--- config.mk ---
export PLATFORM = sky130hd
export DESIGN_NAME = riscv_multicycle_ctrl_flat
export DESIGN_NICKNAME = d
export VERILOG_FILES = /design/src/rtl/riscv_pkg.sv /design/src/rtl/riscv_multicycle_ctrl_if.sv /design/src/rtl/riscv_mc_aludec.sv /design/src/rtl/riscv_multicycle_ctrl.sv /design/src/flat_wrapper.sv
export SDC_FILE = /design/constraint.sdc
export NUM_CORES = 1
export LEC_CHECK = 0
export BUFFER_PORTS_ARGS = -buffer_cell sky130_fd_sc_hd__buf_4
export CAP_MARGIN = 20
export CORE_ASPECT_RATIO = 1.1
export CORE_UTILIZATION = 54
export CTS_BUF_LIST = sky130_fd_sc_hd__clkbuf_8
export DETAILED_ROUTE_END_ITERATION = 6
export PLACE_DENSITY = 0.95
export SYNTH_ARGS = -nofsm -noshare
export SYNTH_HDL_FRONTEND = slang
export SYNTH_SLANG_ARGS = --single-unit
--- constraint.sdc ---
create_clock -name clk -period 3.2 [get_ports clk]
set_clock_uncertainty 0.2 [all_clocks]
set_input_delay 0.48 -clock clk [delete_from_list [all_inputs] [get_ports clk]]
set_output_delay 0.48 -clock clk [all_outputs]
set_load 0.1 [all_outputs]
--- src/rtl/riscv_pkg.sv ---
// Shared definitions for the multicycle RV32I controller.
//   state_t    : controller FSM states
//   alu_op_t   : coarse ALU request from the FSM to the ALU decoder
//   ALU_*      : 4-bit ALUControl encodings understood by the datapath ALU
//   OP_*       : RV32I major opcodes handled by the controller
//   RES_/SRCA_/SRCB_/IMM_* : datapath mux select encodings
package riscv_pkg;

   typedef enum logic [3:0] {
      FETCH,
      DECODE,
      MEMADR,
      MEMREAD,
      MEMWB,
      MEMWRITE,
      EXECR,
      EXECI,
      ALUWB,
      BRANCH,
      JAL
   } state_t;

   typedef enum logic [1:0] {
      ALUOP_ADD  = 2'b00,
      ALUOP_SUB  = 2'b01,
      ALUOP_FUNC = 2'b10
   } alu_op_t;

   // ALUControl encodings
   localparam logic [3:0] ALU_ADD  = 4'b0000;
   localparam logic [3:0] ALU_SUB  = 4'b0001;
   localparam logic [3:0] ALU_AND  = 4'b0010;
   localparam logic [3:0] ALU_OR   = 4'b0011;
   localparam logic [3:0] ALU_XOR  = 4'b0100;
   localparam logic [3:0] ALU_SLT  = 4'b0101;
   localparam logic [3:0] ALU_SLL  = 4'b0110;
   localparam logic [3:0] ALU_SRL  = 4'b0111;
   localparam logic [3:0] ALU_SRA  = 4'b1000;
   localparam logic [3:0] ALU_SLTU = 4'b1001;

   // Major opcodes
   localparam logic [6:0] OP_LOAD   = 7'b0000011;
   localparam logic [6:0] OP_STORE  = 7'b0100011;
   localparam logic [6:0] OP_RTYPE  = 7'b0110011;
   localparam logic [6:0] OP_ITYPE  = 7'b0010011;
   localparam logic [6:0] OP_BRANCH = 7'b1100011;
   localparam logic [6:0] OP_JAL    = 7'b1101111;

   // ResultSrc
   localparam logic [1:0] RES_ALUOUT    = 2'b00;
   localparam logic [1:0] RES_DATA      = 2'b01;
   localparam logic [1:0] RES_ALURESULT = 2'b10;

   // ALUSrcA
   localparam logic [1:0] SRCA_PC    = 2'b00;
   localparam logic [1:0] SRCA_OLDPC = 2'b01;
   localparam logic [1:0] SRCA_RS1   = 2'b10;

   // ALUSrcB
   localparam logic [1:0] SRCB_RS2  = 2'b00;
   localparam logic [1:0] SRCB_IMM  = 2'b01;
   localparam logic [1:0] SRCB_FOUR = 2'b10;

   // ImmSrc
   localparam logic [1:0] IMM_I = 2'b00;
   localparam logic [1:0] IMM_S = 2'b01;
   localparam logic [1:0] IMM_B = 2'b10;
   localparam logic [1:0] IMM_J = 2'b11;

   // Immediate format selected purely from the opcode; unknown opcodes fall back to I.
   function automatic logic [1:0] imm_src_for(input logic [6:0] op);
      logic [1:0] imm;
      imm = IMM_I;
      case (op)
         OP_STORE:  imm = IMM_S;
         OP_BRANCH: imm = IMM_B;
         OP_JAL:    imm = IMM_J;
         default:   imm = IMM_I;
      endcase
      return imm;
   endfunction

endpackage

--- src/rtl/riscv_multicycle_ctrl_if.sv ---
// Bundle of signals between the multicycle controller and its datapath.
//   Datapath -> controller : op, funct3, funct7b5, Zero, MemReady
//   Controller -> datapath : PCWrite, AdrSrc, MemWrite, IRWrite, ResultSrc, ALUSrcA,
//                            ALUSrcB, ImmSrc, RegWrite, ALUControl, Illegal
// master is the controller side, slave the datapath side.
interface riscv_multicycle_ctrl_if;

   logic [6:0] op;
   logic [2:0] funct3;
   logic       funct7b5;
   logic       Zero;
   logic       MemReady;

   logic       PCWrite;
   logic       AdrSrc;
   logic       MemWrite;
   logic       IRWrite;
   logic [1:0] ResultSrc;
   logic [1:0] ALUSrcA;
   logic [1:0] ALUSrcB;
   logic [1:0] ImmSrc;
   logic       RegWrite;
   logic [3:0] ALUControl;
   logic       Illegal;

   modport master (
      input  op, funct3, funct7b5, Zero, MemReady,
      output PCWrite, AdrSrc, MemWrite, IRWrite, ResultSrc, ALUSrcA, ALUSrcB, ImmSrc,
             RegWrite, ALUControl, Illegal
   );

   modport slave (
      output op, funct3, funct7b5, Zero, MemReady,
      input  PCWrite, AdrSrc, MemWrite, IRWrite, ResultSrc, ALUSrcA, ALUSrcB, ImmSrc,
             RegWrite, ALUControl, Illegal
   );

endinterface

--- src/rtl/riscv_mc_aludec.sv ---
// ALU decoder for the multicycle controller (purely combinational).
//   alu_op_i      : add / sub request, or decode from the instruction fields
//   funct3_i      : Instr[14:12]
//   funct7b5_i    : Instr[30]
//   op5_i         : Instr[5], set for R-type and clear for I-type ALU ops
//   alu_control_o : 4-bit ALUControl to the datapath ALU
module riscv_mc_aludec
   import riscv_pkg::*;
(
   input  alu_op_t    alu_op_i,
   input  logic [2:0] funct3_i,
   input  logic       funct7b5_i,
   input  logic       op5_i,
   output logic [3:0] alu_control_o
);

   logic [3:0] func_ctrl;

   always_comb begin
      func_ctrl = ALU_ADD;
      unique case (funct3_i)
         // addi has no sub form, so bit 30 only matters for R-type
         3'b000:  func_ctrl = (op5_i && funct7b5_i) ? ALU_SUB : ALU_ADD;
         3'b001:  func_ctrl = ALU_SLL;
         3'b010:  func_ctrl = ALU_SLT;
         3'b011:  func_ctrl = ALU_SLTU;
         3'b100:  func_ctrl = ALU_XOR;
         3'b101:  func_ctrl = funct7b5_i ? ALU_SRA : ALU_SRL;
         3'b110:  func_ctrl = ALU_OR;
         3'b111:  func_ctrl = ALU_AND;
         default: func_ctrl = ALU_ADD;
      endcase
   end

   always_comb begin
      alu_control_o = ALU_ADD;
      case (alu_op_i)
         ALUOP_ADD:  alu_control_o = ALU_ADD;
         ALUOP_SUB:  alu_control_o = ALU_SUB;
         ALUOP_FUNC: alu_control_o = func_ctrl;
         default:    alu_control_o = ALU_ADD;
      endcase
   end

endmodule

--- src/rtl/riscv_multicycle_ctrl.sv ---
// Control FSM for a shared-ALU, unified-memory multicycle RV32I datapath.
//   clk      : rising-edge clock
//   reset    : asynchronous, active-low; forces FETCH and suppresses all write enables
//   ctrl_bus : instruction fields, Zero and MemReady in; datapath enables and mux
//              selects out (see riscv_multicycle_ctrl_if)
// Supports lw, sw, R-type, I-type ALU, beq, bne and jal. Outputs are Moore except
// PCWrite/IRWrite in FETCH (MemReady) and PCWrite in BRANCH (Zero, funct3).
module riscv_multicycle_ctrl
   import riscv_pkg::*;
(
   input  logic                    clk,
   input  logic                    reset,
   riscv_multicycle_ctrl_if.master ctrl_bus
);

   state_t     state_q, state_d;

   logic       pc_write;
   logic       adr_src;
   logic       mem_write;
   logic       ir_write;
   logic [1:0] result_src;
   logic [1:0] alu_src_a;
   logic [1:0] alu_src_b;
   logic       reg_write;
   logic       illegal;
   alu_op_t    alu_op;
   logic       branch_taken;
   logic [3:0] alu_control;

   always_ff @(posedge clk or negedge reset) begin
      if (!reset) begin
         state_q <= FETCH;
      end else begin
         state_q <= state_d;
      end
   end

   // Unsupported funct3 values (blt, bge, ...) fall through as not-taken.
   always_comb begin
      branch_taken = 1'b0;
      case (ctrl_bus.funct3)
         3'b000:  branch_taken = ctrl_bus.Zero;
         3'b001:  branch_taken = !ctrl_bus.Zero;
         default: branch_taken = 1'b0;
      endcase
   end

   always_comb begin
      state_d    = state_q;
      pc_write   = 1'b0;
      adr_src    = 1'b0;
      mem_write  = 1'b0;
      ir_write   = 1'b0;
      result_src = RES_ALUOUT;
      alu_src_a  = SRCA_PC;
      alu_src_b  = SRCB_RS2;
      reg_write  = 1'b0;
      illegal    = 1'b0;
      alu_op     = ALUOP_ADD;

      case (state_q)
         FETCH: begin
            // PC+4 is written straight from the ALU result as the instruction lands
            alu_src_b  = SRCB_FOUR;
            result_src = RES_ALURESULT;
            ir_write   = ctrl_bus.MemReady;
            pc_write   = ctrl_bus.MemReady;
            if (ctrl_bus.MemReady) begin
               state_d = DECODE;
            end
         end
         DECODE: begin
            // OldPC + imm lands in ALUOut, ready as a branch or jump target
            alu_src_a = SRCA_OLDPC;
            alu_src_b = SRCB_IMM;
            case (ctrl_bus.op)
               OP_LOAD, OP_STORE: state_d = MEMADR;
               OP_RTYPE:          state_d = EXECR;
               OP_ITYPE:          state_d = EXECI;
               OP_BRANCH:         state_d = BRANCH;
               OP_JAL:            state_d = JAL;
               default: begin
                  state_d = FETCH;
                  illegal = 1'b1;
               end
            endcase
         end
         MEMADR: begin
            alu_src_a = SRCA_RS1;
            alu_src_b = SRCB_IMM;
            state_d   = (ctrl_bus.op == OP_LOAD) ? MEMREAD : MEMWRITE;
         end
         MEMREAD: begin
            adr_src    = 1'b1;
            result_src = RES_ALUOUT;
            if (ctrl_bus.MemReady) begin
               state_d = MEMWB;
            end
         end
         MEMWB: begin
            result_src = RES_DATA;
            reg_write  = 1'b1;
            state_d    = FETCH;
         end
         MEMWRITE: begin
            // strobe stays up until memory accepts the store
            adr_src    = 1'b1;
            result_src = RES_ALUOUT;
            mem_write  = 1'b1;
            if (ctrl_bus.MemReady) begin
               state_d = FETCH;
            end
         end
         EXECR: begin
            alu_src_a = SRCA_RS1;
            alu_src_b = SRCB_RS2;
            alu_op    = ALUOP_FUNC;
            state_d   = ALUWB;
         end
         EXECI: begin
            alu_src_a = SRCA_RS1;
            alu_src_b = SRCB_IMM;
            alu_op    = ALUOP_FUNC;
            state_d   = ALUWB;
         end
         ALUWB: begin
            result_src = RES_ALUOUT;
            reg_write  = 1'b1;
            state_d    = FETCH;
         end
         JAL: begin
            // PC takes the target from ALUOut while the ALU forms OldPC+4 for rd
            alu_src_a  = SRCA_OLDPC;
            alu_src_b  = SRCB_FOUR;
            result_src = RES_ALUOUT;
            pc_write   = 1'b1;
            state_d    = ALUWB;
         end
         BRANCH: begin
            alu_src_a  = SRCA_RS1;
            alu_src_b  = SRCB_RS2;
            alu_op     = ALUOP_SUB;
            result_src = RES_ALUOUT;
            pc_write   = branch_taken;
            state_d    = FETCH;
         end
         default: begin
            state_d = FETCH;
         end
      endcase
   end

   riscv_mc_aludec u_aludec (
      .alu_op_i      (alu_op),
      .funct3_i      (ctrl_bus.funct3),
      .funct7b5_i    (ctrl_bus.funct7b5),
      .op5_i         (ctrl_bus.op[5]),
      .alu_control_o (alu_control)
   );

   // Reset holds the state in FETCH; the gating below also kills the MemReady-driven
   // strobes so nothing is written while reset is low.
   assign ctrl_bus.PCWrite    = pc_write  & reset;
   assign ctrl_bus.IRWrite    = ir_write  & reset;
   assign ctrl_bus.RegWrite   = reg_write & reset;
   assign ctrl_bus.MemWrite   = mem_write & reset;
   assign ctrl_bus.Illegal    = illegal   & reset;
   assign ctrl_bus.AdrSrc     = adr_src;
   assign ctrl_bus.ResultSrc  = result_src;
   assign ctrl_bus.ALUSrcA    = alu_src_a;
   assign ctrl_bus.ALUSrcB    = alu_src_b;
   assign ctrl_bus.ImmSrc     = imm_src_for(ctrl_bus.op);
   assign ctrl_bus.ALUControl = alu_control;

endmodule
--- src/flat_wrapper.sv ---
// flat-port wrapper written by rule: the top's interface ports become plain ports
module riscv_multicycle_ctrl_flat import riscv_pkg::*;
  (clk, reset, ctrl_bus_op, ctrl_bus_funct3, ctrl_bus_funct7b5, ctrl_bus_Zero, ctrl_bus_MemReady, ctrl_bus_PCWrite, ctrl_bus_AdrSrc, ctrl_bus_MemWrite, ctrl_bus_IRWrite, ctrl_bus_ResultSrc, ctrl_bus_ALUSrcA, ctrl_bus_ALUSrcB, ctrl_bus_ImmSrc, ctrl_bus_RegWrite, ctrl_bus_ALUControl, ctrl_bus_Illegal);
  riscv_multicycle_ctrl_if ctrl_bus_i ();
  input  logic clk;
  input  logic reset;
  input wire logic [$bits(ctrl_bus_i.op)-1:0] ctrl_bus_op;
  input wire logic [$bits(ctrl_bus_i.funct3)-1:0] ctrl_bus_funct3;
  input wire logic [$bits(ctrl_bus_i.funct7b5)-1:0] ctrl_bus_funct7b5;
  input wire logic [$bits(ctrl_bus_i.Zero)-1:0] ctrl_bus_Zero;
  input wire logic [$bits(ctrl_bus_i.MemReady)-1:0] ctrl_bus_MemReady;
  output wire logic [$bits(ctrl_bus_i.PCWrite)-1:0] ctrl_bus_PCWrite;
  output wire logic [$bits(ctrl_bus_i.AdrSrc)-1:0] ctrl_bus_AdrSrc;
  output wire logic [$bits(ctrl_bus_i.MemWrite)-1:0] ctrl_bus_MemWrite;
  output wire logic [$bits(ctrl_bus_i.IRWrite)-1:0] ctrl_bus_IRWrite;
  output wire logic [$bits(ctrl_bus_i.ResultSrc)-1:0] ctrl_bus_ResultSrc;
  output wire logic [$bits(ctrl_bus_i.ALUSrcA)-1:0] ctrl_bus_ALUSrcA;
  output wire logic [$bits(ctrl_bus_i.ALUSrcB)-1:0] ctrl_bus_ALUSrcB;
  output wire logic [$bits(ctrl_bus_i.ImmSrc)-1:0] ctrl_bus_ImmSrc;
  output wire logic [$bits(ctrl_bus_i.RegWrite)-1:0] ctrl_bus_RegWrite;
  output wire logic [$bits(ctrl_bus_i.ALUControl)-1:0] ctrl_bus_ALUControl;
  output wire logic [$bits(ctrl_bus_i.Illegal)-1:0] ctrl_bus_Illegal;
  assign ctrl_bus_i.op = ctrl_bus_op;
  assign ctrl_bus_i.funct3 = ctrl_bus_funct3;
  assign ctrl_bus_i.funct7b5 = ctrl_bus_funct7b5;
  assign ctrl_bus_i.Zero = ctrl_bus_Zero;
  assign ctrl_bus_i.MemReady = ctrl_bus_MemReady;
  assign ctrl_bus_PCWrite = ctrl_bus_i.PCWrite;
  assign ctrl_bus_AdrSrc = ctrl_bus_i.AdrSrc;
  assign ctrl_bus_MemWrite = ctrl_bus_i.MemWrite;
  assign ctrl_bus_IRWrite = ctrl_bus_i.IRWrite;
  assign ctrl_bus_ResultSrc = ctrl_bus_i.ResultSrc;
  assign ctrl_bus_ALUSrcA = ctrl_bus_i.ALUSrcA;
  assign ctrl_bus_ALUSrcB = ctrl_bus_i.ALUSrcB;
  assign ctrl_bus_ImmSrc = ctrl_bus_i.ImmSrc;
  assign ctrl_bus_RegWrite = ctrl_bus_i.RegWrite;
  assign ctrl_bus_ALUControl = ctrl_bus_i.ALUControl;
  assign ctrl_bus_Illegal = ctrl_bus_i.Illegal;
  riscv_multicycle_ctrl u_core (.clk(clk), .reset(reset), .ctrl_bus(ctrl_bus_i));
endmodule
Yosys cells after proc, flatten, opt, wreduce, memory -nomap -nowiden
Cells that the tools add are included.
- eq/ne operators: 28
- muxes and demuxes: 23
- bitwise operators: 5
- reduce and logical (&&, ||, !) cells: 15
- operator list (kind ; count):
    $pmux 4 s8 ; 1
    $pmux 4 s6 ; 1
    $pmux 4 s5 ; 1
    $eq 4x3->1 const B ; 4
    $mux 4 ; 4
    $pmux 2 s2 ; 4
    $eq 7x6->1 const B ; 2
    $eq 7x7->1 const B ; 2
    $eq 3x3->1 const B ; 4
    $eq 4x4->1 const B ; 3
    $reduce_or 2->1 ; 6
    $eq 4x2->1 const B ; 2
    $pmux 4 s2 ; 1
    $eq 7x2->1 const B ; 1
    $eq 7x5->1 const B ; 1
    $mux 1 ; 7
    $eq 3x2->1 const B ; 2
    $ne 2x2->1 const B ; 3
    $pmux 2 s3 ; 1
    $reduce_or 3->1 ; 2
    $reduce_or 6->1 ; 1
    $and 1x1->1 ; 5
    $eq 4x1->1 const B ; 1
    $logic_not 4->1 ; 1
    11 further kinds ; 11
- register bits: 4
- output and inout port bits: 18
- word-level logic and storage cells: 72

Depth between registers and ports, before layout
- word-level depth: 5
- depth in mapped cells: 7
- depth with buffers taken out: 6

By module
A second synthesis with hierarchy kept.
- cells, all modules: 106
- area, all modules: 772.0 µm²
- by module, submodules not included (module ; instances ; cells each ; area each (µm²)):
    riscv_multicycle_ctrl ; 1 ; 84 ; 615.6
    riscv_mc_aludec ; 1 ; 22 ; 156.4

Worst setup path after synthesis
Ideal clock, no wire load.
- path type: flip-flop to output port
- start point: reg u_core.state_q[1]
- end point: out ctrl_bus_ALUControl[1]
- data arrival time: 4325 ps
- required time: 2520 ps
- setup slack: -1805 ps
- cell stages (with the launch flop): 7
- path buffers: 1
- path through: dfrtp_1 -> buf_6 -> or2b_1 -> nand2b_1 -> inv_1 -> ha_1 -> nor4b_1
- cells in the longest elaborated chain, start to end: 5
- ends and longest elaborated chain (item ; RTL line ; RTL):
    from (decl) ; riscv_multicycle_ctrl.sv:16 ; state_t state_q, state_d;
    from (signal assigned) ; riscv_multicycle_ctrl.sv:35 ; state_q <= state_d;
    $eq 4x3->1 ; riscv_multicycle_ctrl.sv:62 ; case (state_q)
    $reduce_or 2->1 (no source line) ; - ;
    $pmux 2 s2 * ; riscv_multicycle_ctrl.sv:62 ;
    $eq 2x2->1 / $eq 2x1->1 (equally long branches) ; riscv_mc_aludec.sv:37 ; case (alu_op_i)
    $pmux 4 s2 * ; riscv_mc_aludec.sv:37 ;
    to (decl) ; flat_wrapper.sv:21 ; output wire logic [$bits(ctrl_bus_i.ALUControl)-1:0] ctrl_bus_ALUControl;
Mark *: on every way between the ends. The rest lies on a longest branch, timed or not.

Worst setup path in the final report
- start point: reg u_core.state_q[2]
- end point: out ctrl_bus_ALUControl[1]
The elaborated chain is that of the path after synthesis.

==> results.toml <==
[outcome]
run_status = "finished clean"

[pwr]
p_comb_share_pct = 51.0
p_total_mw = 0.328
p_clk_share_pct = 32.4
sw_frac_of_total_pct = 43.7
netSwitchingPower_mw = 0.143
leakagePower_nw = 0.540
internal_power_mw = 0.185
peakVddDrop_mv = 0.504
pwr_density_cell_nw_per_um2 = 280
pwr-share-seq_pct = 16.6

[grt]
grt_use_total_pct = 28.7
grt_max_degree = 20
grt_pass1_vias = 822
antenna_found_initial = 0
grt_pass1_wl_um = 3430
gr-total-overflow = 0

[worst_setup_path]
max_stage_delay_ns = 0.48
critical_path_buf_inv_count = 3
end_kind = "primary output"
worstSetupStartpointType = "flip-flop"
path_common_cell = "buf_4"
worstPathRequired_ns = 2.52
arrival_ns = 2.17
critPathTopFamily = "buffers and inverters"
critPathSlowestCell = "dfrtp_1"
cp_max_fo = 9
critPathKind = "reg2out"
path_cells = "buf_4 > nor2b_1 > nand2b_1 > inv_1 > ha_1 > nor4b_2 > buf_4"

[timing]
grt_setup_unrepaired = "false"
fin_crit_ns = 2.85
timing.fmax_ghz = 0.350
setup_viol = 0
drv_slew = 0
relSlewSlack_pct = 65.8
whs_ns = 0.405
fin_crit_sh_pct = 89.2
final_hold_viol_count = 0
tightest_slew_ns = 0.513

[yosys]
synth_area_leaders = "dfrtp_1 12%, nor2b_1 5.2%, nand2b_1 3.7%, a21oi_1 3.6%, nand3b_1 3.6%"
synth-edff-count = 0
synth_seq_cells = 4
synthFlopType = "dfrtp_1"
netlist_area_um2 = 841
postSynthAreaPerCell_um2 = 7.79
synth_nets = 125
synth_cell_types = 49
synth-async-reset-ratio_pct = 100
synth_top_area_cell = "dfrtp_1"
yosysMostFrequentCell = "nor2b_1"
yosys_warnings = 0
ys_seq_area_share_pct = 11.9
synth_top_area_share_pct = 11.9
ys_top_cells_by_count = "7 x nor2b_1, 6 x a21oi_1, 6 x inv_1, 5 x nand2b_1, 5 x nor2_1"
synth_cells = 108

[clock_network]
cts_repair_resize_count = 0
clkTransAtPathRegs_ns = 0.03
htreeDepth = 1
clockBufferDepth = 2
cts.sinks = 4
cts-buffers-inserted = 3
insertion_delay_ns = 0.22
cts_tree = "yes"
root_buffer = "clkbuf_8"

[die]
die_h_um = 43.4
rows = 14
dieArea_um2 = 1720
num_io_pins = 33
initial_core_util_pct = 60.0
die_w_um = 39.6
core_area_um2 = 1400

[drt]
totalWireLength_um = 2230
wl_per_cell_um = 14.3
viasPerCell = 6.09
dr.pass1.iters = 4
drt_iter0_drc = 24
ant_nets = 0
route.detailed.drc = 0
dr_total_vias = 950

[layout]
nFillCells = 88
biggestRegsByFlops = "u_core.state_q: 4 flops"
nets = 159
utilization_pct = 83.7
n_antenna_cell = 0
layout-drive-gt1-share_pct = 35.0
largest_register = "u_core.state_q"
area_delta_synth_final_pct = 39.4
largest_register_ffs = 4

[placed_design]
hpwlAfterDp_um = 1660
gp_congestion = 0.911
io_buffers = 32

[flow_run]
maxCapViolCount = 0

[worst_hold_path]
hp-class = "in2async"
-- power by group through the flow --
stage                     clock (mW)  combinational (mW)  sequential [mW]
final                          0.106               0.167           0.0543
after global routing           0.114               0.175           0.0544
after CTS                      0.108               0.167           0.0542
after detailed placement           0               0.165           0.0547
after global placement             0               0.163           0.0547
after floorplan                    0               0.122           0.0538
-- final timing paths --
path / cells after the start / endpoint / slack [ns] / start
max: 7 / ctrl_bus_ALUControl[1] / 0.35 / u_core.state_q[2]
min reg2reg: 1 / u_core.state_q[0] / 0.47 / u_core.state_q[3]
max in group asynchronous: 2 / u_core.state_q[3] / 2.29 / reset
min: 2 / u_core.state_q[1] / 0.40 / reset
min in group clk: 3 / u_core.state_q[2] / 0.43 / ctrl_bus_op[4]
max reg2reg: 4 / u_core.state_q[2] / 1.52 / u_core.state_q[1]
-- stage by stage --
stage,instance area (µm²),cells,TNS (ns),setup slack (ns)
2_1_floorplan,885,108,-0.759,-0.405
3_3_place_gp,1120,152,0,0.690
3_5_place_dp,1120,152,0,0.579
4_1_cts,1170,156,0,0.347
5_1_grt,1170,156,0,0.212
6_report,1170,156,0,0.345
-- worst register-to-register path, cell delays in order (launching register included) --
cell     delay (ns)
dfrtp_1        0.35
buf_4          0.26
or3b_1         0.38
a31o_1         0.19
a32oi_1        0.21
-- what timing repair did --
action,CTS,global route
setup buffers,0,0
hold endpoints to repair,4,0
hold buffers,1,0
-- cell families after synthesis --
group / share of synthesized area, %
compound gates: 22.5
xor+xnor: 4.17
fa+ha+maj: 2.98
buf+inv: 9.08
flops: 11.9
mux: 1.19
simple gates: 48.2
-- area by class of cell --
cell class | count | area (µm²) | share of cell area (%)
inverters | 6 | 22.5 | 1.92
repair buffers | 37 | 280 | 23.9
clock buffers | 3 | 41.3 | 3.52
well taps | 16 | 20.0 | 1.71
flip-flops and latches | 4 | 100 | 8.54
multi-input cells | 90 | 708 | 60.4
-- placed cells by master, fill, tap and decap left out, types with 3 or more instances in the layout --
cell	n
nand3b_1	4
nand2_1	4
o21bai_1	3
dfrtp_1	4
nor2_1	5
inv_1	6
nand2b_1	5
or3_1	3
buf_4	36
nor2b_1	7
clkbuf_8	3
and3_1	3
o21ai_0	3
a21oi_1	5
-- metal layers --
layer  up-vias  track usage, %  wire length, µm
met4         0            15.2               42
met5         -               0                0
met2        19            46.9             1150
li1        468               -                -
met3         6            3.59               57
met1       457            35.6              977
No activity file was read; power rests on OpenSTA's default activity.
